## src/rtl/handshake_rr_control_merge.sv

```systemverilog
// Round-robin control merge: N valid/ready producers share one registered output slot tagged with the winning index.
// Optional per-input saturating grant counters are enabled by defining HANDSHAKE_RR_CMERGE_GRANT_CNT_EN.
module handshake_rr_control_merge #(
  parameter int NUM_INPUTS  = 4,
  parameter int DATA_WIDTH  = 32,
  parameter int INDEX_WIDTH = 2
) (
  input  logic                             clk,
  input  logic                             rst,
  input  logic [NUM_INPUTS*DATA_WIDTH-1:0] ins,
  input  logic [NUM_INPUTS-1:0]            ins_valid,
  output logic [NUM_INPUTS-1:0]            ins_ready,
  output logic [DATA_WIDTH-1:0]            outs,
  output logic [INDEX_WIDTH-1:0]           index,
  output logic                             outs_valid,
`ifdef HANDSHAKE_RR_CMERGE_GRANT_CNT_EN
  output logic [NUM_INPUTS*16-1:0]         grant_cnt,
`endif
  input  logic                             outs_ready
);

  if (NUM_INPUTS < 2 || NUM_INPUTS > 16 || (2 ** INDEX_WIDTH) < NUM_INPUTS) begin : g_bad_param
    $error("handshake_rr_control_merge: illegal NUM_INPUTS/INDEX_WIDTH combination");
  end

  localparam logic [INDEX_WIDTH-1:0] LAST_IDX = INDEX_WIDTH'(NUM_INPUTS - 1);

  logic [DATA_WIDTH-1:0]  outs_q, outs_d;
  logic [INDEX_WIDTH-1:0] index_q, index_d;
  logic                   outs_valid_q, outs_valid_d;
  logic [INDEX_WIDTH-1:0] rr_ptr_q, rr_ptr_d;

  logic [NUM_INPUTS-1:0]  at_or_after_ptr;
  logic [NUM_INPUTS-1:0]  hi_req;
  logic                   grant_vld;
  logic [INDEX_WIDTH-1:0] grant_idx;
  logic [DATA_WIDTH-1:0]  grant_data;
  logic                   accept;
  logic                   xfer;
  logic                   consume;

  // Arbitration: lowest requester at or above rr_ptr wins; otherwise wrap to the lowest requester overall.
  always_comb begin
    at_or_after_ptr = '0;
    for (int i = 0; i < NUM_INPUTS; i++) begin
      at_or_after_ptr[i] = (i >= int'(rr_ptr_q));
    end
    hi_req    = ins_valid & at_or_after_ptr;
    grant_vld = |ins_valid;
    grant_idx = '0;
    for (int i = NUM_INPUTS - 1; i >= 0; i--) begin
      if (ins_valid[i]) grant_idx = i[INDEX_WIDTH-1:0];
    end
    for (int i = NUM_INPUTS - 1; i >= 0; i--) begin
      if (hi_req[i]) grant_idx = i[INDEX_WIDTH-1:0];
    end
  end

  always_comb begin
    grant_data = '0;
    for (int i = 0; i < NUM_INPUTS; i++) begin
      if (grant_idx == i[INDEX_WIDTH-1:0]) grant_data = ins[i*DATA_WIDTH +: DATA_WIDTH];
    end
  end

  assign accept  = !outs_valid_q || outs_ready;
  assign xfer    = grant_vld && accept && !rst;
  assign consume = outs_valid_q && outs_ready;

  always_comb begin
    ins_ready = '0;
    if (xfer) ins_ready[grant_idx] = 1'b1;
  end

  // Output slot: a transfer reloads it (even while being consumed); a bare consume empties it.
  always_comb begin
    outs_d       = outs_q;
    index_d      = index_q;
    outs_valid_d = outs_valid_q;
    rr_ptr_d     = rr_ptr_q;
    if (xfer) begin
      outs_d       = grant_data;
      index_d      = grant_idx;
      outs_valid_d = 1'b1;
      rr_ptr_d     = (grant_idx == LAST_IDX) ? '0 : grant_idx + 1'b1;
    end else if (consume) begin
      outs_valid_d = 1'b0;
    end
  end

  always_ff @(posedge clk) begin
    if (rst) begin
      outs_q       <= '0;
      index_q      <= '0;
      outs_valid_q <= 1'b0;
      rr_ptr_q     <= '0;
    end else begin
      outs_q       <= outs_d;
      index_q      <= index_d;
      outs_valid_q <= outs_valid_d;
      rr_ptr_q     <= rr_ptr_d;
    end
  end

  assign outs       = outs_q;
  assign index      = index_q;
  assign outs_valid = outs_valid_q;

`ifdef HANDSHAKE_RR_CMERGE_GRANT_CNT_EN
  function automatic logic [15:0] sat_inc16(input logic [15:0] v);
    return (v == 16'hFFFF) ? v : v + 16'd1;
  endfunction

  logic [15:0] cnt_q [NUM_INPUTS];
  logic [15:0] cnt_d [NUM_INPUTS];

  always_comb begin
    for (int i = 0; i < NUM_INPUTS; i++) begin
      cnt_d[i] = cnt_q[i];
      if (xfer && grant_idx == i[INDEX_WIDTH-1:0]) cnt_d[i] = sat_inc16(cnt_q[i]);
    end
  end

  always_ff @(posedge clk) begin
    for (int i = 0; i < NUM_INPUTS; i++) begin
      if (rst) cnt_q[i] <= '0;
      else     cnt_q[i] <= cnt_d[i];
    end
  end

  always_comb begin
    grant_cnt = '0;
    for (int i = 0; i < NUM_INPUTS; i++) begin
      grant_cnt[i*16 +: 16] = cnt_q[i];
    end
  end
`endif

endmodule

```

## config.mk

```make
export PLATFORM = sky130hd
export DESIGN_NAME = handshake_rr_control_merge
export DESIGN_NICKNAME = d
export VERILOG_FILES = /design/src/rtl/handshake_rr_control_merge.sv
export SDC_FILE = /design/constraint.sdc
export NUM_CORES = 1
export LEC_CHECK = 0
export BUFFER_PORTS_ARGS = -buffer_cell sky130_fd_sc_hd__buf_2
export CAP_MARGIN = 20
export CORE_ASPECT_RATIO = 1.1
export CORE_UTILIZATION = 30
export DETAILED_ROUTE_END_ITERATION = 7
export PLACE_DENSITY = 0.66
export SLEW_MARGIN = 20
export SYNTH_ARGS = -nofsm -noshare
export SYNTH_HDL_FRONTEND = slang
export SYNTH_SLANG_ARGS = --single-unit
```

## constraint.sdc

```tcl
create_clock -name clk -period 2.35 [get_ports clk]
set_input_delay 0.235 -clock clk [delete_from_list [all_inputs] [get_ports clk]]
set_output_delay 0.235 -clock clk [all_outputs]
set_load 0.02 [all_outputs]
```

==> reports/qor.yml, run 1 <==
outcome:
  status: "complete, but fails checks"
  violations: "DRC"
timing:
  rsz0062_at_grt: "yes"
  finalMaxSlewViolations: 0
  period_minus_slack_ns: 2.21
  fmax_ghz: 0.452
  hold_viol_final: 0
  worst_slew_pin_slew_ns: 0.569
  slew_headroom: 0.621
  finalCritPeriodShare: 0.941
  setup_viol: 0
  finClkSkew_ns: 0.00707
place:
  port_buffers: 173
  placed_cell_area_um2: 3070
  gp_congestion: 0.800
  dp_hpwl_um: 5370
finish:
  drive_gt1_frac: 0.526
  finalInstanceArea_um2: 3550
  diodes: 0
  syn2layout_area_growth_pct: 59.1
  fin_util: 0.501
  fin_nets: 585
  fillers: 698
clocking:
  cts_hold_buffers: 0
  clk_pin_slew_worst_paths_ns: 0.08
  cts_sinks: 37
  root_buffer: "clkbuf_8"
  insertion_delay_ns: 0.29
  cts_max_level: 2
  cts_buffers: 5
  cts_tree: "built"
  clockBufferDepth: 2
synth:
  synth_cells: 271
  netlist_area_um2: 2230
  synth-seq-cells: 37
  yosysSeqAreaShare: 0.332
  synth-edff-count: 0
  ys_top_cells_by_area: "dfxtp_1 33%, a221oi_1 12%, o22ai_1 9.0%"
  synth_area_leader_cell: "dfxtp_1"
  ys_types: 33
  yosysWarnings: 0
  synth_area_per_cell_um2: 8.24
  synth_top_area_frac: 0.332
  async_reset_ff_frac: 0
  syn_nets: 410
  yosys-top-cells-count: "38 x nand2_1, 37 x dfxtp_1, 36 x a21oi_1"
  synth-main-ff-cell: "dfxtp_1"
  synth_most_common_cell: "nand2_1"
floorplanning:
  die_y_um: 92.5
  start_util: 0.315
  dieArea_um2: 7790
  core_area_um2: 7090
  ioPinCount: 174
  row_count: 32
  die_x_um: 84.2
setup_path:
  path_class: "reg -> reg"
  critical_path_peak_fanout: 8
  crit_required_ns: 2.57
  crit_family: "simple AND/OR/NAND/NOR gates"
  r2r-start: "rr_ptr_q[1]"
  path_buf_inv: 3
  cp-start-kind: "register"
  setup.worst_path.start: "rr_ptr_q[1]"
  cp.arrival_ns: 2.43
  worst_setup_path_end_kind: "register"
  crit_chain: "nand2b_1 -> a21oi_1 -> nor3_2 -> buf_4 -> ha_4 -> buf_4 -> nor2b_4 -> buf_12 -> a221oi_1 -> or3_1 -> a21oi_1"
  worst_path_max_delay_cell: "dfxtp_4"
  max_stage_delay_ns: 0.37
routing:
  drtIter0Drc: 94
  drt-vias-per-instance: 5.23
  first_pass_iters: 6
  routed_wl_um: 8170
  drc: 24
  wl_per_cell_um: 15.3
  ant_nets: 0
  vias: 2784
global_routing:
  grt_pass1_vias: 2620
  grt_max_degree: 68
  grt_pass1_wl_um: 12300
  antenna_found_initial: 0
  grt-ovfl-total: 0
  grtUsageTotal: 0.200
power:
  powerDensity_nw_per_um2: 713
  p_leak_nw: 1.66
  swShare: 0.367
  p_int_mw: 1.60
  p_seq_frac: 0.309
  ir_worst_vdd_mv: 0.326
  switchingPower_uw: 929
  clkPwrFrac: 0.195
  combPwrFrac: 0.496
worst_hold_path:
  min-delay-start: "outs_ready"
  hold_path.class: "in -> reg"
flow_run:
  cap_violations: 0
[worst register-to-register path: cells and delay by family, from the launching register on]
kind | cells | cell delay [ns]
flops | 1 | 0.37
buf+inv | 3 | 0.46
simple gates | 4 | 0.74
fa+ha+maj | 1 | 0.18
compound gates | 3 | 0.40
[flip-flops by register name (all words and copies together) (netlist names)]
register	flops
index	2
outs_valid	1
outs	32
rr_ptr_q	2
[layer usage]
metal | global-route usage | part of all wire
met5 | 0 | 0
met1 | 0.232 | 0.42
met3 | 0.0357 | 0.063
met4 | 0.0560 | 0.013
met2 | 0.372 | 0.51
[cells in the final DEF (no fill, tap or decap), drive strengths merged]
cell type  Yosys  final
nand3          1      1
or3           31     31
nor2           5      5
o22ai         32     32
a32o           1      1
a211oi         2      2
nor2b          1      2
a21oi         38     38
mux2i          1      1
clkbuf        12      8
o2111ai        1      1
nand2         38     38
a221oi        31     31
clkinv         1      1
a21o           1      1
nor4           1      1
dfxtp         37     37
ha             4      4
or2            1      1
nand3b         1      1
buf           15    194
and3           3      3
nor3           2      2
o21a           1      1
inv            5      6
nand2b         2      2
o21ai          2      2
[through the flow]
stage	hold WS, ns	power, mW	cells	worst slack, ns	TNS [ns]
floorplan	0.406	1.47	271	0.0645	0
global placement	0.439	1.77	513	-0.105	-2.59
detailed placement	0.443	1.79	513	-0.272	-7.49
CTS	0.265	2.38	527	0.00105	0
global route	0.280	2.71	532	-0.0240	-0.172
finish	0.274	2.53	532	0.138	0
[cell type report]
type | instances | area (µm²) | share of cell area
flip-flops and latches | 37 | 744 | 0.210
clock inverters | 1 | 5.00 | 0.00141
well taps | 85 | 106 | 0.0299
clock buffers | 7 | 96.3 | 0.0271
multi-input cells | 201 | 1410 | 0.397
inverters | 6 | 22.5 | 0.00634
repair buffers | 195 | 1170 | 0.329
[logic make-up after synthesis]
logic type,count (synthesis),share of synthesized area
mux,1,0.00448
compound gates,109,0.330
fa+ha+maj,4,0.0224
simple gates,86,0.202
buf+inv,34,0.110
flops,37,0.332
[power groups by stage]
stage,registers (mW),logic (mW),clock network (mW)
after floorplan,0.915,0.560,0
after global placement,0.791,0.974,0
after detailed placement,0.794,0.994,0
after CTS,0.781,1.09,0.511
after global routing,0.798,1.37,0.542
final,0.782,1.26,0.494
[worst paths after layout]
check / depth (start not counted) / to / slack, ns
max: 11 / outs[6] / 0.14
min: 4 / outs_valid / 0.27
max reg2reg: 11 / outs[6] / 0.14
min reg2reg: 2 / outs[31] / 0.45
[what timing repair did]
action | 4_1_cts | 5_1_grt
cloned | 1 | 2
pin swaps | 2 | 2
resized for setup | 6 | 47
setup buffers | 5 | 3
setup endpoints to repair | 34 | 34
(Power assumes the default switching activity.)
==> run 2, diff against run 1 <==
Clock period 2.35 ns to 2 ns, I/O delays scaled along.
==> run 2 against run 1 <==
Effect of this change:
- the run ends with DRC, setup timing left
- flip-flop and latch count unchanged
- global-route usage increased by 0.86 points
- hold slack got worse by 0.043 ns
- sequential power increased by 17%
- combinational power increased by 46%
- non-clock buffer count increased by 18
- final cell count increased by 3.0%
- register-to-register slack got worse by 0.34 ns
- routed wire length increased by 3.4%
- clock power increased by 4.9%
- highest routed layer unchanged
==> reports/qor.yml, run 2 (synthesized netlist as in run 1, its figures left out) <==
outcome:
  status: "complete, but fails checks"
  violations: "DRC, setup timing"
routing:
  drtIter0Drc: 118  # +26%
  wirelength_met1_um: 3350  # -1.9%
  ant_nets: 0  # unchanged
  wl_per_cell_um: 15.4  # +0.35%
  routed_wl_um: 8440  # +3.4%
  routed.top_layer: "met4"
  drc: 27  # +13%
  first_pass_iters: 8  # +2
  drt-vias-per-instance: 5.20  # -0.65%
  wl_met2_um: 4490  # +8.8%
  wl_met3_um: 527  # +1.9%
  vias: 2849  # +2.3%
floorplanning:
  start_util: 0.315  # unchanged
  die_y_um: 92.5  # unchanged
  die_x_um: 84.2  # unchanged
  ioPinCount: 174  # unchanged
  dieArea_um2: 7790  # unchanged
  core_area_um2: 7090  # unchanged
  row_count: 32  # unchanged
clocking:
  clockBufferDepth: 2  # unchanged
  cts_sinks: 37  # unchanged
  cts_tree: "built"
  root_buffer: "clkbuf_8"
  clk_pin_slew_worst_paths_ns: 0.07  # about the same
  cts_buffers: 5  # unchanged
  cts_max_level: 2  # unchanged
  insertion_delay_ns: 0.28  # about the same
setup_path:
  cp-start-kind: "register"
  cp.arrival_ns: 2.00  # -0.43 ns
  r2r-start: "rr_ptr_q[1]"
  r2r_cells: 12  # +1
  path_class: "reg -> out"
  crit_required_ns: 1.80  # -0.77 ns
  critical_path_peak_fanout: 4  # -4
  rrSetupSlack_ns: -0.20  # -0.34 ns
  worst_setup_path_end_kind: "primary output"
  timing.rr.end: "outs[15]"
timing:
  finClkSkew_ns: 0.00569  # -0.00138 ns
  fin_ws_ns: -0.202  # -0.340 ns
  finalCritPeriodShare: 1.10
  worst_slew_pin_slew_ns: 0.622  # +0.0534 ns
  finalMaxSlewViolations: 0  # unchanged
  slew_headroom: 0.585  # -0.0356
  setup_viol: 36  # +36
  period_minus_slack_ns: 2.20
  hold_ws_ns: 0.231  # -0.0433 ns
  rsz0062_at_grt: "yes"
  hold_viol_final: 0  # unchanged
  fmax_ghz: 0.454
finish:
  final_cell_mix: "170 x buf_2, 38 x nand2_1, 36 x dfxtp_1, 31 x a21oi_1"
  largest_reg_flops: 32  # unchanged
  fin_nets: 602  # +2.9%
  drive_gt1_frac: 0.607  # +0.0812
  fillers: 656  # -6.0%
  regArea_um2: 744  # unchanged
  syn2layout_area_growth_pct: 82.6
  layout_commonest_cell: "buf_2"
  multi_input_area_um2: 1600  # +14%
  diodes: 0  # unchanged
global_routing:
  grt_pass1_wl_um: 12900  # +4.5%
  grtUsageTotal: 0.208  # +0.00860
  grt_pass1_vias: 2746  # +4.8%
  antenna_found_initial: 0  # unchanged
  grt-ovfl-total: 0  # unchanged
  grt_max_degree: 68  # unchanged
power:
  ir_worst_vdd_mv: 0.319  # -2.1%
  combPwrFrac: 0.562  # +0.066
  clkPwrFrac: 0.158  # -0.037
  powerDensity_nw_per_um2: 804  # +13%
  swShare: 0.358  # -0.00913
  p_int_mw: 2.10  # +31%
  p_seq_frac: 0.280  # -0.029
  p_leak_nw: 1.86  # +12%
  switchingPower_mw: 1.17  # +26%
worst_hold_path:
  whs_path_depth: 4  # unchanged
  hold_path.class: "in -> reg"
  min-delay-start: "outs_ready"
  holdPathEnd: "outs_valid"
place:
  port_buffers: 173  # unchanged
  gp_congestion: 0.751  # -6.2%
  dpl_worst_slack_ns: -0.258  # +0.0144 ns
  dp_hpwl_um: 5490  # +2.3%
flow_run:
  cap_violations: 0  # unchanged
## run 2: cell count changes in the layout (fill, tap and decap cells not counted), sizes merged
cell	before	now
inv	6	5
bufbuf	0	2
nor2b	2	1
buf	194	210
## run 2: what timing repair did
item	4_1_cts	5_1_grt
cloned	5	1
endpoints found under the setup margin	36	36
hold buffers	0	0
setup buffers	12	1
pin swaps	24	26
resized for setup	41	22
## run 2: worst max path at each step
stage	from	to	slack [ns]
detailed placement	rr_ptr_q[1]	outs[11]	-0.26
global route	rr_ptr_q[1]	outs[17]	-0.30
CTS	rr_ptr_q[1]	ins_ready[1]	-0.21
global placement	rr_ptr_q[1]	outs[18]	-0.17
floorplan	rr_ptr_q[1]	outs[0]	-0.02
finish	rr_ptr_q[1]	ins_ready[3]	-0.20
## run 2: metrics by stage
| step | total power [mW] | cells | util | TNS [ns] | instance area, µm² |
|---|---|---|---|---|---|
| finish | 3.28 | 548 | 0.575 | -5.99 | 4080 |
| global route | 3.48 | 548 | 0.575 | -9.34 | 4080 |
| CTS | 3.21 | 546 | 0.555 | -6.06 | 3940 |
| detailed placement | 2.35 | 522 | 0.482 | -6.66 | 3410 |
| global placement | 2.33 | 522 | 0.482 | -4.16 | 3410 |
| floorplan | 1.88 | 271 | - | -0.484 | 2440 |
## run 2: final cells by class
type / instances / area share
inverters: 6 / 0.00859
flip-flops and latches: 37 / 0.183
clock buffers: 7 / 0.0212
multi-input cells: 200 / 0.393
well taps: 85 / 0.0261
repair buffers: 213 / 0.368
## run 2: metal layers
metal,global-route usage,vias up
li1,-,1423
met3,0.0374,8
met4,0.0589,0
met5,0,-
met2,0.386,122
met1,0.244,1296
## run 2: worst max-delay path, cell delays in order (launching register included)
cell	delay [ns]
dfxtp_4	0.37
buf_6	0.10
nand2b_4	0.12
a21oi_4	0.06
nor3_4	0.25
buf_6	0.14
ha_4	0.14
buf_6	0.12
clkinv_8	0.07
buf_12	0.13
nor2_4	0.10
buf_6	0.12
## run 2: power groups by stage
| stage | sequential (mW) | clock [mW] | combinational (mW) |
|---|---|---|---|
| 5_1_grt | 0.929 | 0.577 | 1.98 |
| 3_3_place_gp | 0.930 | 0 | 1.40 |
| 3_5_place_dp | 0.935 | 0 | 1.42 |
| 4_1_cts | 0.918 | 0.546 | 1.74 |
| 2_1_floorplan | 1.08 | 0 | 0.804 |
| 6_report | 0.918 | 0.518 | 1.84 |
